## src/rtl/imm_extend_stage_if.sv

```systemverilog
// ---------------------------------------------------------------------------
// imm_extend_stage_if
// Bundles the upstream (instruction in) and downstream (immediate out)
// valid/ready handshakes of the immediate generator, plus the pipeline flush.
//
//   flush        : synchronous pipeline flush (driven by the environment)
//   in_valid     : upstream has an instruction
//   in_ready     : stage can accept this cycle
//   in_instr     : raw 32-bit instruction word
//   in_imm_src   : 3-bit immediate format select
//   in_tag       : sideband tag, carried through unmodified
//   out_valid    : out_* hold a result
//   out_ready    : downstream accepts
//   out_imm      : XLEN-bit extended immediate
//   out_tag      : tag belonging to out_imm
//   out_illegal  : result came from an illegal format select
//
// Modports: master = environment side, slave = the stage itself.
// ---------------------------------------------------------------------------
interface imm_extend_stage_if #(
    parameter int XLEN      = 32,
    parameter int TAG_WIDTH = 5
);
    logic                 flush;
    logic                 in_valid;
    logic                 in_ready;
    logic [31:0]          in_instr;
    logic [2:0]           in_imm_src;
    logic [TAG_WIDTH-1:0] in_tag;
    logic                 out_valid;
    logic                 out_ready;
    logic [XLEN-1:0]      out_imm;
    logic [TAG_WIDTH-1:0] out_tag;
    logic                 out_illegal;

    modport master (
        output flush, in_valid, in_instr, in_imm_src, in_tag, out_ready,
        input  in_ready, out_valid, out_imm, out_tag, out_illegal
    );

    modport slave (
        input  flush, in_valid, in_instr, in_imm_src, in_tag, out_ready,
        output in_ready, out_valid, out_imm, out_tag, out_illegal
    );
endinterface

```

## src/rtl/imm_extend_stage.sv

```systemverilog
// ---------------------------------------------------------------------------
// imm_extend_stage
// Decode-stage immediate generator for RV32I/RV64I. Extracts the I, S, B, U,
// J, shift-amount and CSR-uimm immediates from a raw instruction, extends them
// to XLEN bits and registers the result together with a sideband tag and an
// illegal-select flag. A two-entry main/skid buffer provides full throughput
// under backpressure with in_ready driven purely from registered state.
//
// Ports:
//   clk   : clock, all state updates on the rising edge
//   rst_n : synchronous active-low reset
//   bus   : imm_extend_stage_if.slave (flush, in_* / out_* handshakes)
// Parameters:
//   XLEN      : 32 or 64, width of out_imm
//   TAG_WIDTH : width of the sideband tag
// ---------------------------------------------------------------------------
module imm_extend_stage #(
    parameter int XLEN      = 32,
    parameter int TAG_WIDTH = 5
) (
    input  logic                  clk,
    input  logic                  rst_n,
    imm_extend_stage_if.slave     bus
);

    typedef struct packed {
        logic [XLEN-1:0]      imm;
        logic [TAG_WIDTH-1:0] tag;
        logic                 illegal;
    } entry_t;

    localparam logic [2:0] SRC_I     = 3'b000;
    localparam logic [2:0] SRC_S     = 3'b001;
    localparam logic [2:0] SRC_B     = 3'b010;
    localparam logic [2:0] SRC_U     = 3'b011;
    localparam logic [2:0] SRC_J     = 3'b100;
    localparam logic [2:0] SRC_SHAMT = 3'b101;
    localparam logic [2:0] SRC_CSR   = 3'b110;

    // RV64 shift amounts are 6 bits wide; RV32 ones only 5.
    localparam bit SHAMT_WIDE = (XLEN == 64);

    entry_t main_reg, main_next;
    entry_t skid_reg, skid_next;
    logic   main_valid_reg, main_valid_next;
    logic   skid_valid_reg, skid_valid_next;

    logic [31:0] instr;
    logic [63:0] imm_full;
    logic        imm_illegal;
    entry_t      new_entry;
    logic        accept;
    logic        transfer;

    assign instr = bus.in_instr;

    // -----------------------------------------------------------------------
    // Extraction: always built at 64 bits, then truncated to XLEN. This keeps
    // the replication counts positive for both legal XLEN values.
    // -----------------------------------------------------------------------
    always_comb begin
        imm_full    = 64'd0;
        imm_illegal = 1'b0;
        case (bus.in_imm_src)
            SRC_I:     imm_full = {{52{instr[31]}}, instr[31:20]};
            SRC_S:     imm_full = {{52{instr[31]}}, instr[31:25], instr[11:7]};
            SRC_B:     imm_full = {{51{instr[31]}}, instr[31], instr[7],
                                   instr[30:25], instr[11:8], 1'b0};
            SRC_U:     imm_full = {{32{instr[31]}}, instr[31:12], 12'd0};
            SRC_J:     imm_full = {{43{instr[31]}}, instr[31], instr[19:12],
                                   instr[20], instr[30:21], 1'b0};
            SRC_SHAMT: imm_full = {58'd0, (SHAMT_WIDE ? instr[25] : 1'b0),
                                   instr[24:20]};
            SRC_CSR:   imm_full = {59'd0, instr[19:15]};
            default: begin
                imm_full    = 64'd0;
                imm_illegal = 1'b1;
            end
        endcase
    end

    // Opcode bits and (for XLEN=32) the upper half of imm_full are not needed.
    logic unused_bits;
    assign unused_bits = ^{instr[6:0], imm_full};

    assign new_entry.imm     = imm_full[XLEN-1:0];
    assign new_entry.tag     = bus.in_tag;
    assign new_entry.illegal = imm_illegal;

    // -----------------------------------------------------------------------
    // Handshakes. in_ready never looks at out_ready, which breaks the
    // combinational ready chain through this stage.
    // -----------------------------------------------------------------------
    assign bus.in_ready = rst_n & ~skid_valid_reg;
    assign accept       = bus.in_valid & bus.in_ready;
    assign transfer     = main_valid_reg & bus.out_ready;

    // -----------------------------------------------------------------------
    // Buffer next-state. Flush wins over every handshake; an entry accepted
    // in the flush cycle is simply not stored.
    // -----------------------------------------------------------------------
    always_comb begin
        main_next       = main_reg;
        skid_next       = skid_reg;
        main_valid_next = main_valid_reg;
        skid_valid_next = skid_valid_reg;

        if (bus.flush) begin
            main_valid_next = 1'b0;
            skid_valid_next = 1'b0;
        end else if (!main_valid_reg || transfer) begin
            // Main slot is free for this edge.
            if (skid_valid_reg) begin
                // Oldest entry lives in the skid; it moves up first.
                main_next       = skid_reg;
                main_valid_next = 1'b1;
                if (accept) begin
                    skid_next = new_entry;
                end else begin
                    skid_valid_next = 1'b0;
                end
            end else if (accept) begin
                main_next       = new_entry;
                main_valid_next = 1'b1;
            end else begin
                main_valid_next = 1'b0;
            end
        end else if (accept) begin
            // Main is stalled: park the new entry in the skid.
            skid_next       = new_entry;
            skid_valid_next = 1'b1;
        end
    end

    always_ff @(posedge clk) begin
        if (!rst_n) begin
            main_reg       <= '0;
            skid_reg       <= '0;
            main_valid_reg <= 1'b0;
            skid_valid_reg <= 1'b0;
        end else begin
            main_reg       <= main_next;
            skid_reg       <= skid_next;
            main_valid_reg <= main_valid_next;
            skid_valid_reg <= skid_valid_next;
        end
    end

    assign bus.out_valid   = main_valid_reg;
    assign bus.out_imm     = main_reg.imm;
    assign bus.out_tag     = main_reg.tag;
    assign bus.out_illegal = main_reg.illegal;

endmodule

```

## src/flat_wrapper.sv

```systemverilog
// flat-port wrapper written by rule: the top's interface ports become plain ports
module imm_extend_stage_flat 
#(
    parameter int XLEN      = 32,
    parameter int TAG_WIDTH = 5
)
  (clk, rst_n, bus_flush, bus_in_valid, bus_in_instr, bus_in_imm_src, bus_in_tag, bus_out_ready, bus_in_ready, bus_out_valid, bus_out_imm, bus_out_tag, bus_out_illegal);
  imm_extend_stage_if #(.XLEN(XLEN), .TAG_WIDTH(TAG_WIDTH)) bus_i ();
  input  logic clk;
  input  logic rst_n;
  input wire logic [$bits(bus_i.flush)-1:0] bus_flush;
  input wire logic [$bits(bus_i.in_valid)-1:0] bus_in_valid;
  input wire logic [$bits(bus_i.in_instr)-1:0] bus_in_instr;
  input wire logic [$bits(bus_i.in_imm_src)-1:0] bus_in_imm_src;
  input wire logic [$bits(bus_i.in_tag)-1:0] bus_in_tag;
  input wire logic [$bits(bus_i.out_ready)-1:0] bus_out_ready;
  output wire logic [$bits(bus_i.in_ready)-1:0] bus_in_ready;
  output wire logic [$bits(bus_i.out_valid)-1:0] bus_out_valid;
  output wire logic [$bits(bus_i.out_imm)-1:0] bus_out_imm;
  output wire logic [$bits(bus_i.out_tag)-1:0] bus_out_tag;
  output wire logic [$bits(bus_i.out_illegal)-1:0] bus_out_illegal;
  assign bus_i.flush = bus_flush;
  assign bus_i.in_valid = bus_in_valid;
  assign bus_i.in_instr = bus_in_instr;
  assign bus_i.in_imm_src = bus_in_imm_src;
  assign bus_i.in_tag = bus_in_tag;
  assign bus_i.out_ready = bus_out_ready;
  assign bus_in_ready = bus_i.in_ready;
  assign bus_out_valid = bus_i.out_valid;
  assign bus_out_imm = bus_i.out_imm;
  assign bus_out_tag = bus_i.out_tag;
  assign bus_out_illegal = bus_i.out_illegal;
  imm_extend_stage #(.XLEN(XLEN), .TAG_WIDTH(TAG_WIDTH)) u_core (.clk(clk), .rst_n(rst_n), .bus(bus_i));
endmodule
```

## config.mk

```make
export PLATFORM = sky130hd
export DESIGN_NAME = imm_extend_stage_flat
export DESIGN_NICKNAME = d
export VERILOG_FILES = /design/src/rtl/imm_extend_stage_if.sv /design/src/rtl/imm_extend_stage.sv /design/src/flat_wrapper.sv
export SDC_FILE = /design/constraint.sdc
export NUM_CORES = 1
export LEC_CHECK = 0
export BUFFER_PORTS_ARGS = -buffer_cell sky130_fd_sc_hd__buf_2
export CORE_MARGIN = 10
export CORE_UTILIZATION = 58
export CTS_CLUSTER_SIZE = 24
export DETAILED_ROUTE_END_ITERATION = 10
export GPL_TIMING_DRIVEN = 0
export PLACE_DENSITY = 0.85
export SYNTH_ARGS = -nofsm -noshare
export SYNTH_HDL_FRONTEND = slang
export SYNTH_SLANG_ARGS = --single-unit
```

## constraint.sdc

```tcl
create_clock -name clk -period 3.9 [get_ports clk]
set_clock_uncertainty 0.05 [all_clocks]
set_input_delay 0.39 -clock clk [delete_from_list [all_inputs] [get_ports clk]]
set_output_delay 0.39 -clock clk [all_outputs]
set_load 0.02 [all_outputs]
```

# Word level (Yosys, flattened, before mapping)
# Index checks and enable logic that the tools add are counted.
# word_totals
regBits,78
inputBits,45
out_inout_bits,40
wordCells,42
# op_classes
eq_ne,7
n_mux,12
bitwise,6
reduce_logical,9
# ops
operator,n
$pmux W32 S7,1
$mux W38,5
$eq A3 B3 Y1 const B,3
$reduce_or A7 Y1,1
$eq A3 B2 Y1 const B,2
$mux W1,6
$reduce_bool A2 Y1,2
$and A1 B1 Y1,3
$eq A3 B1 Y1 const B,1
$logic_not A3 Y1,1
$not A1 Y1,3
$reduce_and A3 Y1,1
$ne A2 B1 Y1 const B,1
$reduce_and A2 Y1,1
$reduce_or A2 Y1,1
$logic_not A1 Y1,1
$logic_or A1 B1 Y1,1

# Longest topological paths before layout
# Gate-level depths: netlist of run 1.
# logic_depth
word_depth,6
depth_mapped,7
mapped_depth_nobuf,4

# Least setup slack after synthesis of run 1
# No wires, ideal clock.
# synth_path
path_kind,input port to flip-flop
start,in bus_in_imm_src[0]
end,"reg u_core.main_reg, in the netlist u_core.bus.out_imm[26]"
setup_ns,0.087
arrival_time_ns,1.399
t_required_ns,3.763
slack_ns,2.364
cell_stages,6
n_path_buf,2
path_cell_list,buf_2 > maj3_2 > nor2b_4 > buf_6 > a211oi_1 > o31ai_1
# synth_between
elab_chain_cells,4
elab_cells_between_ends,10
# synth_rtl
item,line_no,rtl
"start, declared",flat_wrapper.sv:14,input wire logic [$bits(bus_i.in_imm_src)-1:0] bus_in_imm_src;
"$eq A3 B3 Y1, or another cell as far along",imm_extend_stage.sv:64,case (bus.in_imm_src)
$pmux W32 S7 (*),imm_extend_stage.sv:64,
$mux W38 (*),imm_extend_stage.sv:122,end else if (accept) begin
$mux W38 (*),imm_extend_stage.sv:113,if (skid_valid_reg) begin
"end signal, assigned",imm_extend_stage.sv:142,main_reg <= main_next;
"end, declared",imm_extend_stage.sv:43,"entry_t main_reg, main_next;"
# Every way passes the cells marked *; elsewhere a longest branch is shown, timed or not. The select of a mux whose other input is x is not followed.
# A chain may end at the register's enable or synchronous reset.

# Worst setup path in the final report of run 1
# layout_path
start,reg u_core.skid_valid_reg
end,"reg u_core.main_reg, in the netlist u_core.bus.out_imm[16]"
# layout_between
elab_chain_cells,5
elab_cells_between_ends,6
# layout_rtl
item,line_no,rtl
"start, declared",imm_extend_stage.sv:46,"logic skid_valid_reg, skid_valid_next;"
"start signal, assigned",imm_extend_stage.sv:145,skid_valid_reg <= skid_valid_next;
$not A1 Y1,imm_extend_stage.sv:94,assign bus.in_ready = rst_n & ~skid_valid_reg;
$and A1 B1 Y1,imm_extend_stage.sv:94,
$and A1 B1 Y1,imm_extend_stage.sv:95,assign accept = bus.in_valid & bus.in_ready;
$reduce_bool A2 Y1 (no source line),-,
$reduce_and A3 Y1 (no source line),-,
# Several ways; a longest one is shown, not always the timed one.

==> metrics.md, run 1 <==
| Metric | Value |
|---|---|
| Outcome | finished clean |
| Levels on crit path | 6 |
| Crit Path Max Fanout | 10 |
| Fin. max-slew vios | 0 |
| Fillers | 471 |
| Crit path launch type | flip-flop |
| Part of the power in registers | 47.6% |
| Root Buffer | clkbuf_8 |
| Clock transition at path regs | 0.08 ns |
| Hold Path Class | input pin to flip-flop |
| Worst reg-to-reg path cell count | 6 |
| TritonCTS Buffers | 9 |
| WL/cell | 19.3 um |
| H-tree depth | 3 |
| # diodes | 0 |
| Clk_lat worst skew | 0.35 ns |
| Critical Path Slowest Stage Cell | clkbuf_1 |
| Commonest cells after routing, fill and taps aside | 97 x buf_2, 78 x dfxtp_1, 66 x a21oi_1 |
| Vias in the first global route | 3562 |
| Area delta synth->final | 19.1% |
| Final Hold Violating Endpoints | 0 |
| Setup Fix Bufs, Post-CTS | 0 |
| Top cell family by delay on the critical path | buffers and inverters |
| First-pass GRT wire length | 18.1 mm |
| CP max stage delay | 0.45 ns |
| Clk sinks | 78 |
| Sw frac | 25.6% |
| Via Count | 3853 |
| Most used DFF post-synth | dfxtp_1 |
| Gr usage total | 22.2% |
| Synthesis-stage register bit count | 78 |
| Core area | 0.00599 mm^2 |
| Initial Utilization | 60.8% |
| Pwr Density | 398 mW/mm^2 |
| Area leader, netlist | dfxtp_1 |
| Maxcap violations | 0 |
| Mean area per synthesized cell | 8.39 um^2 |
| RSZ-0062 raised after global routing | no |
| PortBufs | 76 |
| Critical Path End Type | flip-flop |
| CTS tree | built |
| Top Layer Used | met4 |
| Yosys warns | 0 |
| Post-Synthesis Cells | 434 |
| Met3 WL post-DR | 1.11 mm |
| Arrival @ worst endpoint | 1.91 ns |
| DP HPWL | 8.38 mm |
| Area contributors post-synth | dfxtp_1 43%, a21oi_1 9.1%, o21ai_0 6.2% |
| Initial antenna violation count | 0 |
| Distinct cells, synth | 42 |
| Hold depth | 2 |
| Seq/Total Area, Yosys | 42.9% |
| Post-Syn Nets | 479 |
| M1 wire length | 4.68 mm |
| Fin cells | 599 |
| Die Area | 0.00985 mm^2 |
| # hold bufs at CTS | 0 |
| Met2 WL | 5.58 mm |
| # rows | 28 |
| Slew @ Worst Pin | 0.595 ns |
| Critical path buffer and inverter count | 2 |
| Period minus WS final | 1.76 ns |
| P_int | 1.28 mW |
| DRC | 0 |
| Final core utilization | 72.4% |
| GP Congestion | 0.951 |
| Post-synth EDFFs | 0 |
| Die W | 99.2 um |
| Die Y | 99.2 um |
| Share of layout cells above drive strength 1 | 22.7% |
| Clock power frac | 39.3% |
| Max rail drop VDD | 289 uV |
| Yosys top cell area share | 42.9% |
| Share of flip-flops with an asynchronous set or reset | 0% |
| Largest net degree at the start of global routing | 13 |
| Setup TNS | 0 ns |
| Clock Path Buffers | 2 |
| Crit Path Category | flip-flop to flip-flop |
| P_sw | 442 uW |
| Worst Path Required | 4.05 ns |
| Max reg flops | 38 |
| Worst path cell trace | buf_4 -> a21oi_1 -> nor3_1 -> nand2_1 -> clkbuf_1 -> o221ai_1 |
| Gr ovfl total | 0 |
| Post-Place Cells | 585 |
| Slew HR | 60.3% |
| Combinational power share | 13.1% |
| Highest Clock Rate | 0.567 GHz |
| P_leak | 1.80 nW |
| Initial DRC Count | 404 |
| Commonest non-fill, non-tap cell in the layout | buf_2 |
| I/O Pins | 85 |
| DR pass1 iterations | 5 |
| Tcrit/Tclk final | 45.2% |
| Post-route ant nets | 0 |
| Final setup fails | 0 |
| Number of nets in the layout | 566 |
| Netlist Area Pre-Place | 0.00364 mm^2 |
| Via density | 6.43 |
| WL final | 11.5 mm |
| Overall power | 1.73 mW |
| CTS resizes | 0 |
final timing paths:
| kind | startpoint | to | slack, ns |
|---|---|---|---|
| worst max-delay path | u_core.skid_valid_reg | u_core.bus.out_imm[16] | 2.14 |
| worst min-delay path | bus_flush | u_core.bus.out_valid | 0.19 |
| worst max register to register | u_core.skid_valid_reg | u_core.bus.out_imm[16] | 2.14 |
| worst min register to register | u_core.bus.out_imm[23] | u_core.bus.out_imm[23] | 0.42 |
stage by stage:
stage	hold slack (ns)	cell area (um^2)	setup slack (ns)
2_1_floorplan	0.393	3640	2.36
6_report	0.188	4340	2.14
3_3_place_gp	0.401	4120	2.10
4_1_cts	0.185	4340	2.16
5_1_grt	0.200	4340	2.00
3_5_place_dp	0.411	4120	2.06
kinds of logic (layout without fill, tap and decap cells):
logic type               Yosys count  in the layout  share of synthesized area [%]
buffers and inverters             51            141                           6.60
flip-flops                        78             78                           42.9
AND/OR/NAND/NOR                  110            110                           15.6
multiplexers                      10             10                           2.75
AO/OA/AOI/OAI                    184            184                           31.9
adder cells (fa/ha/maj)            1              1                          0.309
power groups by stage:
stage	Sequential [mW]	Clock (mW)	Combinational [mW]
after floorplan	0.858	0	0.119
after global placement	0.840	0	0.214
after detailed placement	0.841	0	0.219
after CTS	0.822	0.677	0.221
after global routing	0.824	0.704	0.243
final	0.822	0.678	0.225
worst register-to-register path: cells and delay by family (launching register included):
kind            cells  cell delay, ns
buf+inv             2            0.61
flops               1            0.31
simple gates        2            0.26
compound gates      2            0.38
Yosys cell counts (2+ instances only):
cell / instances
dfxtp_1: 78
a21oi_1: 66
o21ai_0: 45
nand3_1: 41
nand2_1: 24
buf_2: 21
clkbuf_1: 20
nor2_1: 14
o221ai_1: 14
nor2b_1: 12
a211oi_1: 11
mux2i_1: 10
o31ai_1: 10
a22oi_1: 7
o22a_1: 7
a21boi_0: 6
a221oi_1: 6
o211a_1: 6
nand3b_1: 5
buf_1: 3
inv_1: 3
and2_1: 2
buf_4: 2
buf_6: 2
nor3_1: 2
metal layers:
layer  up-vias  GRT usage, %
met4         0          8.71
met3        29          5.40
met2       218          36.3
met1      1833          27.3
met5         -             0
li1       1773             -
area by class of cell:
class	count	area (um^2)	area share [%]
Buffer	48	229	5.28
Clock buffer	11	151	3.49
Sequential cell	78	1560	36.0
Multi-Input combinational cell	305	1840	42.4
Inverter	3	11.3	0.260
Timing Repair Buffer	76	380	8.77
Clock inverter	3	68.8	1.59
Tap cell	75	93.8	2.16
Note: power is estimated with default switching activity, not from simulation.
==> inputs of run 2 (changes only) <==
--- a/config.mk
+++ b/config.mk
@@ -5,13 +5,14 @@
 export SDC_FILE = /design/constraint.sdc
 export NUM_CORES = 1
 export LEC_CHECK = 0
+export ABC_AREA = 1
 export BUFFER_PORTS_ARGS = -buffer_cell sky130_fd_sc_hd__buf_2
 export CORE_MARGIN = 10
-export CORE_UTILIZATION = 58
+export CORE_UTILIZATION = 54
 export CTS_CLUSTER_SIZE = 24
 export DETAILED_ROUTE_END_ITERATION = 10
 export GPL_TIMING_DRIVEN = 0
-export PLACE_DENSITY = 0.85
+export PLACE_DENSITY = 0.8
 export SYNTH_ARGS = -nofsm -noshare
 export SYNTH_HDL_FRONTEND = slang
 export SYNTH_SLANG_ARGS = --single-unit
==> constraint.sdc (replaced) <==
create_clock -name clk -period 1.8 [get_ports clk]
set_clock_uncertainty 0.05 [all_clocks]
set_input_delay 0.18 -clock clk [delete_from_list [all_inputs] [get_ports clk]]
set_output_delay 0.18 -clock clk [all_outputs]
set_load 0.02 [all_outputs]
==> metrics.md, run 2 <==
| Metric | Value |
|---|---|
| CTS tree | built (unchanged) |
| Overall power | 3.91 mW (was 1.73 mW) |
| Synth top cells by count | 158 x nand2_1, 81 x a21oi_1, 78 x dfxtp_1 (was 78 x dfxtp_1, 66 x a21oi_1, 45 x o21ai_0) |
| Setup Fix Bufs, Post-CTS | 0 (unchanged) |
| Die W | 103 um (was 99.2 um) |
| Arrival @ worst endpoint | 1.89 ns (was 1.91 ns) |
| # diodes | 0 (unchanged) |
| Reg area | 0.00156 mm^2 (unchanged) |
| Cell repeated most along the worst path | buf_2 |
| Highest Clock Rate | 0.594 GHz |
| Pwr Density | 876 mW/mm^2 (was 398 mW/mm^2) |
| Fin. max-slew vios | 0 (unchanged) |
| RSZ-0062 raised after global routing | no (unchanged) |
| Worst Path Required | 2.00 ns (was 4.05 ns) |
| Crit Path Max Fanout | 10 (unchanged) |
| First-pass GRT wire length | 17.3 mm (was 18.1 mm) |
| TritonCTS Buffers | 9 (unchanged) |
| WL/cell | 14.8 um (was 19.3 um) |
| Max rail drop VDD | 516 uV (was 289 uV) |
| Main combinational cell family by area after synthesis | simple AND/OR/NAND/NOR gates (was compound AO/OA/AOI/OAI gates) |
| Slew HR | 64.2% (was 60.3%) |
| P_leak | 2.33 nW (was 1.80 nW) |
| Clk sinks | 78 (unchanged) |
| Clock Path Buffers | 2 (unchanged) |
| CP max stage delay | 0.53 ns (was 0.45 ns) |
| Initial DRC Count | 343 (was 404) |
| Xor and xnor area share after synthesis | 0% (unchanged) |
| Die Y | 103 um (was 99.2 um) |
| Root Buffer | clkbuf_8 (unchanged) |
| Hold Path Class | input pin to flip-flop (unchanged) |
| Most used DFF post-synth | dfxtp_1 (unchanged) |
| Share of flip-flops with an asynchronous set or reset | 0% (unchanged) |
| Tcrit/Tclk final | 93.5% |
| WL final | 10.8 mm (was 11.5 mm) |
| Gr ovfl total | 0 (unchanged) |
| Mean area per synthesized cell | 6.74 um^2 (was 8.39 um^2) |
| I/O Pins | 85 (unchanged) |
| Mux contribution to synthesized area | 0% (was 2.75%) |
| GP Congestion | 0.896 (was 0.951) |
| Commonest cells after routing, fill and taps aside | 158 x nand2_1, 90 x buf_2, 81 x a21oi_1 (was 97 x buf_2, 78 x dfxtp_1, 66 x a21oi_1) |
| Compound-Gate Fraction of Synth Area | 17.1% (was 31.9%) |
| Area contributors post-synth | dfxtp_1 42%, nand2_1 16%, a21oi_1 11% (was dfxtp_1 43%, a21oi_1 9.1%, o21ai_0 6.2%) |
| Period minus WS final | 1.68 ns |
| Netlist Area Pre-Place | 0.00374 mm^2 (was 0.00364 mm^2) |
| Crit Path Category | input pin to flip-flop (was flip-flop to flip-flop) |
| Gr usage total | 20.8% (was 22.2%) |
| Critical Path Slowest Stage Cell | dlygate4sd3_1 (was clkbuf_1) |
| # rows | 30 (was 28) |
| Slew @ Worst Pin | 0.537 ns (was 0.595 ns) |
| Most common cell in the netlist | nand2_1 (was dfxtp_1) |
| PortBufs | 76 (unchanged) |
| Outcome | finished clean (unchanged) |
| Largest net degree at the start of global routing | 13 (unchanged) |
| DP HPWL | 7.86 mm (was 8.38 mm) |
| Setup TNS | 0 ns (unchanged) |
| Maxcap violations | 0 (unchanged) |
| Max reg flops | 38 (unchanged) |
| Post-Syn Nets | 601 (was 479) |
| Fillers | 624 (was 471) |
| Synthesis-stage register bit count | 78 (unchanged) |
| Post-route ant nets | 0 (unchanged) |
| Die Area | 0.0107 mm^2 (was 0.00985 mm^2) |
| Commonest non-fill, non-tap cell in the layout | nand2_1 (was buf_2) |
| Clock transition at path regs | 0.08 ns (about the same) |
| DP Worst Slack | 0.284 ns (was 2.06 ns) |
| Initial Utilization | 55.4% (was 60.8%) |
| DRC | 0 (unchanged) |
| Area delta synth->final | 19.3% (was 19.1%) |
| Via density | 5.31 (was 6.43) |
| Yosys top cell area share | 41.7% (was 42.9%) |
| Core area | 0.00676 mm^2 (was 0.00599 mm^2) |
| Crit path launch type | input pin (was flip-flop) |
| Area of the multi-input gates | 0.00175 mm^2 (was 0.00184 mm^2) |
| Worst path cell trace | dlygate4sd3_1 -> buf_2 -> a21oi_2 -> nand2_4 -> buf_2 -> o21ai_0 -> nor2_1 (was buf_4 -> a21oi_1 -> nor3_1 -> nand2_1 -> clkbuf_1 -> o221ai_1) |
| Post-synthesis simple-gate area fraction | 29.8% (was 15.6%) |
| Clk_lat worst skew | 0.36 ns (was 0.35 ns) |
| Distinct cells, synth | 25 (was 42) |
| DR pass1 iterations | 5 (unchanged) |
| Vias in the first global route | 3593 (was 3562) |
| Critical Path End Type | flip-flop (unchanged) |
| H-tree depth | 3 (unchanged) |
| Post-synth EDFFs | 0 (unchanged) |
| Final Hold Violating Endpoints | 0 (unchanged) |
| Area leader, netlist | dfxtp_1 (unchanged) |
| Fraction of the mapped netlist area in adder cells | 0% (was 0.309%) |
| Number of nets in the layout | 688 (was 566) |
| Via Count | 3862 (was 3853) |
| Final setup fails | 0 (unchanged) |
| Final WS setup | 0.118 ns (was 2.14 ns) |
| Share of layout cells above drive strength 1 | 20.1% (was 22.7%) |
| Seq/Total Area, Yosys | 41.7% (was 42.9%) |
| Post-Synthesis Cells | 556 (was 434) |
| Yosys warns | 0 (unchanged) |
| Initial antenna violation count | 0 (unchanged) |
## run 2: final timing paths
path	start	end	slack, ns	cells after the start
max	bus_flush	u_core.bus.out_illegal	0.12	7
min	bus_in_tag[2]	u_core.skid_reg[3]	0.02	3
max reg2reg	u_core.skid_valid_reg	u_core.bus.out_illegal	0.19	8
min reg2reg	u_core.skid_reg[0]	u_core.skid_reg[0]	0.41	2
## run 2: cell families (layout without fill, tap and decap cells)
logic type      count (synthesis)  after routing
simple gates                  267            267
compound gates                126            126
buf+inv                        85            176
flops                          78             78
## run 2: stage by stage
step	area, um^2	hold slack, ns	utilization [%]	instances
finish	4470	0.0164	66.1	727
global route	4470	0.0332	66.1	727
CTS	4470	0.0156	66.2	728
detailed placement	4230	0.364	62.5	712
global placement	4230	0.351	62.5	712
floorplan	3740	0.203	-	556
## run 2: per-layer routing
metal | track usage, % | wire length (um) | up-vias
li1 | - | - | 1937
met4 | 10.5 | 320 | 0
met1 | 26.5 | 4880 | 1741
met2 | 32.1 | 4850 | 157
met5 | 0 | 0 | -
met3 | 4.78 | 729 | 27
## run 2: worst max-delay path, delay by kind of cell
family | cells | cell delay (ns)
buffers and inverters | 3 | 0.91
AO/OA/AOI/OAI | 2 | 0.57
AND/OR/NAND/NOR | 2 | 0.23
## run 2: final cells by class
cell class	count	share of cell area, %
Multi-Input combinational cell	393	39.3
Sequential cell	78	34.9
Timing Repair Buffer	77	8.74
Buffer	35	5.18
Inverter	49	4.34
Clock buffer	11	3.16
Tap cell	80	2.24
Clock inverter	4	2.13
## run 2: timing repair
| action | CTS | global route |
|---|---|---|
| hold buffers | 1 | 0 |
| setup endpoints to repair | 0 | 1 |
| endpoints found under the hold margin | 2 | 0 |
| gates resized for setup | 0 | 0 |
## run 2: report_power, final
part / leakage [nW] / switching [mW] / internal [mW] / total (mW)
Sequential: 0.633 / 0.0230 / 1.77 / 1.80
Combinational: 1.58 / 0.340 / 0.175 / 0.515
Clock: 0.119 / 0.654 / 0.950 / 1.60
==> inputs of run 3 (changes only) <==
--- a/config.mk
+++ b/config.mk
@@ -6,7 +6,7 @@
 export NUM_CORES = 1
 export LEC_CHECK = 0
 export ABC_AREA = 1
-export BUFFER_PORTS_ARGS = -buffer_cell sky130_fd_sc_hd__buf_2
+export BUFFER_PORTS_ARGS = -buffer_cell sky130_fd_sc_hd__buf_4
 export CORE_MARGIN = 10
 export CORE_UTILIZATION = 54
 export CTS_CLUSTER_SIZE = 24
==> metrics.md, run 3 (synthesis gave the netlist of run 2 again) <==
| Metric | Value |
|---|---|
| Max rail drop VDD | 615 uV (was 516 uV) |
| Sw frac | 25.6% (was 26.0%) |
| Largest net degree at the start of global routing | 13 (unchanged) |
| # diodes | 0 (unchanged) |
| Die Area | 0.0107 mm^2 (unchanged) |
| Part of the power in registers | 45.4% (was 45.9%) |
| Met3 Track Usage GR | 5.38% (was 4.78%) |
| Max reg flops | 38 (unchanged) |
| Crit Path Max Fanout | 10 (unchanged) |
| GP Congestion | 0.873 (was 0.896) |
| Clk sinks | 78 (unchanged) |
| # rows | 30 (unchanged) |
| DP HPWL | 8.02 mm (was 7.86 mm) |
| P_leak | 2.37 nW (was 2.33 nW) |
| Clock Path Buffers | 2 (unchanged) |
| Clk_lat worst skew | 0.36 ns (about the same) |
| First-pass GRT wire length | 17.8 mm (was 17.3 mm) |
| Vias in the first global route | 3830 (was 3593) |
| Commonest non-fill, non-tap cell in the layout | nand2_1 (unchanged) |
| Initial antenna violation count | 0 (unchanged) |
| Pwr Density | 849 mW/mm^2 (was 876 mW/mm^2) |
| Worst path cell trace | dlygate4sd3_1 -> buf_4 -> a21oi_2 -> nand2_4 -> buf_2 -> o21ai_0 -> nor2_1 (was dlygate4sd3_1 -> buf_2 -> a21oi_2 -> nand2_4 -> buf_2 -> o21ai_0 -> nor2_1) |
| Gr usage total | 21.1% (was 20.8%) |
| Core area | 0.00676 mm^2 (unchanged) |
| WL/cell | 15.0 um (was 14.8 um) |
| CP max stage delay | 0.53 ns (about the same) |
| Root Buffer | clkbuf_8 (unchanged) |
| Final setup fails | 0 (unchanged) |
| M2 GR Usage | 33.8% (was 32.1%) |
| DR pass1 iterations | 5 (unchanged) |
| Outcome | finished clean (unchanged) |
| DRC | 0 (unchanged) |
| Share of layout cells above drive strength 1 | 20.1% (unchanged) |
| Area delta synth->final | 24.4% (was 19.3%) |
| Hold Slack | 0.0259 ns (was 0.0164 ns) |
| Worst Path Required | 2.00 ns (about the same) |
| Critical Path Slowest Stage Cell | dlygate4sd3_1 (unchanged) |
| Critical Path End Type | flip-flop (unchanged) |
| WL final | 10.9 mm (was 10.8 mm) |
| GRT Max-Usage Layer | met2 (unchanged) |
| Final core utilization | 68.9% (was 66.1%) |
| Setup TNS | 0 ns (unchanged) |
| Period minus WS final | 1.64 ns (was 1.68 ns) |
| Hold Path Class | input pin to flip-flop (unchanged) |
| Arrival @ worst endpoint | 1.84 ns (was 1.89 ns) |
| Final instance area | 0.00466 mm^2 (was 0.00447 mm^2) |
| Maxcap violations | 0 (unchanged) |
| CTS tree | built (unchanged) |
| Crit path launch type | input pin (unchanged) |
| Clock transition at path regs | 0.08 ns (about the same) |
| RSZ-0062 raised after global routing | no (unchanged) |
| Via density | 5.43 (was 5.31) |
| Gr ovfl total | 0 (unchanged) |
| Post-Place Cells | 712 (unchanged) |
| Slew @ Worst Pin | 0.548 ns (was 0.537 ns) |
| P_int | 2.94 mW (was 2.90 mW) |
| Tcrit/Tclk final | 91.3% (was 93.5%) |
| Initial Utilization | 55.4% (unchanged) |
| TritonCTS Buffers | 9 (unchanged) |
| Highest Clock Rate | 0.608 GHz (was 0.594 GHz) |
| Met1 usage in global routing | 26.1% (was 26.5%) |
| Hold depth | 3 (unchanged) |
| PortBufs | 76 (unchanged) |
| Fin cells | 727 (unchanged) |
| Clock power frac | 40.4% (was 41.0%) |
| Fin. max-slew vios | 0 (unchanged) |
| Die W | 103 um (unchanged) |
| H-tree depth | 3 (unchanged) |
| Combinational power share | 14.2% (was 13.2%) |
| Worst reg-to-reg path cell count | 8 (unchanged) |
| Slew HR | 63.4% (was 64.2%) |
| Die Y | 103 um (unchanged) |
| Crit Path Category | input pin to flip-flop (unchanged) |
| P_sw | 1.01 mW (was 1.02 mW) |
| I/O Pins | 85 (unchanged) |
| Commonest cells after routing, fill and taps aside | 158 x nand2_1, 81 x a21oi_1, 78 x buf_4, 78 x dfxtp_1, 64 x nor2_1 (was 158 x nand2_1, 90 x buf_2, 81 x a21oi_1) |
| CTS resizes | 0 (unchanged) |
| Post-route ant nets | 0 (unchanged) |
| Final Hold Violating Endpoints | 0 (unchanged) |
| Area post-placement | 0.00442 mm^2 (was 0.00423 mm^2) |
| Initial DRC Count | 364 (was 343) |
| Via Count | 3947 (was 3862) |
| Number of nets in the layout | 688 (unchanged) |
## run 3: worst max-delay path, delay by kind of cell
kind                   cells  cell delay [ns]
buffers and inverters      3             0.91
and+or+nand+nor            2             0.21
AOI/OAI and AO/OA          2             0.54
## run 3: path summary, 6_finish.rpt
kind	start	endpoint	slack (ns)
min reg2reg	u_core.skid_reg[0]	u_core.skid_reg[0]	0.41
max	bus_flush	u_core.bus.out_illegal	0.16
max reg2reg	u_core.skid_valid_reg	u_core.bus.out_illegal	0.20
min	bus_in_tag[1]	u_core.skid_reg[2]	0.03
## run 3: layer usage
layer | vias up | share of wire [%]
met2 | 175 | 47
met3 | 27 | 9.1
met4 | 0 | 2.2
met5 | - | 0
li1 | 1940 | -
met1 | 1805 | 42
## run 3: power by group through the flow
stage | combinational, mW | clock, mW | sequential (mW)
finish | 0.561 | 1.60 | 1.80
global route | 0.624 | 1.68 | 1.80
CTS | 0.561 | 1.61 | 1.80
floorplan | 0.273 | 0 | 1.89
global placement | 0.548 | 0 | 1.84
detailed placement | 0.555 | 0 | 1.84
## run 3: area by class of cell
cell class	count	area [um^2]
Clock buffer	11	141
Timing Repair Buffer	77	581
Fill cell	600	2100
Clock inverter	4	95.1
Tap cell	80	100
Sequential cell	78	1560
Multi-Input combinational cell	393	1750
Inverter	49	194
Buffer	35	231
## run 3: what timing repair did
item | 4_1_cts | 5_1_grt
endpoints found under the hold margin | 2 | 0
endpoints found under the setup margin | 0 | 1
hold buffers | 1 | 0
buffers inserted | 0 | 0
## run 3: metrics by stage
stage | power, mW | setup WS, ns
2_1_floorplan | 2.16 | 0.458
4_1_cts | 3.97 | 0.0139
3_3_place_gp | 2.38 | 0.273
6_report | 3.96 | 0.156
3_5_place_dp | 2.39 | 0.285
5_1_grt | 4.11 | 0.0106
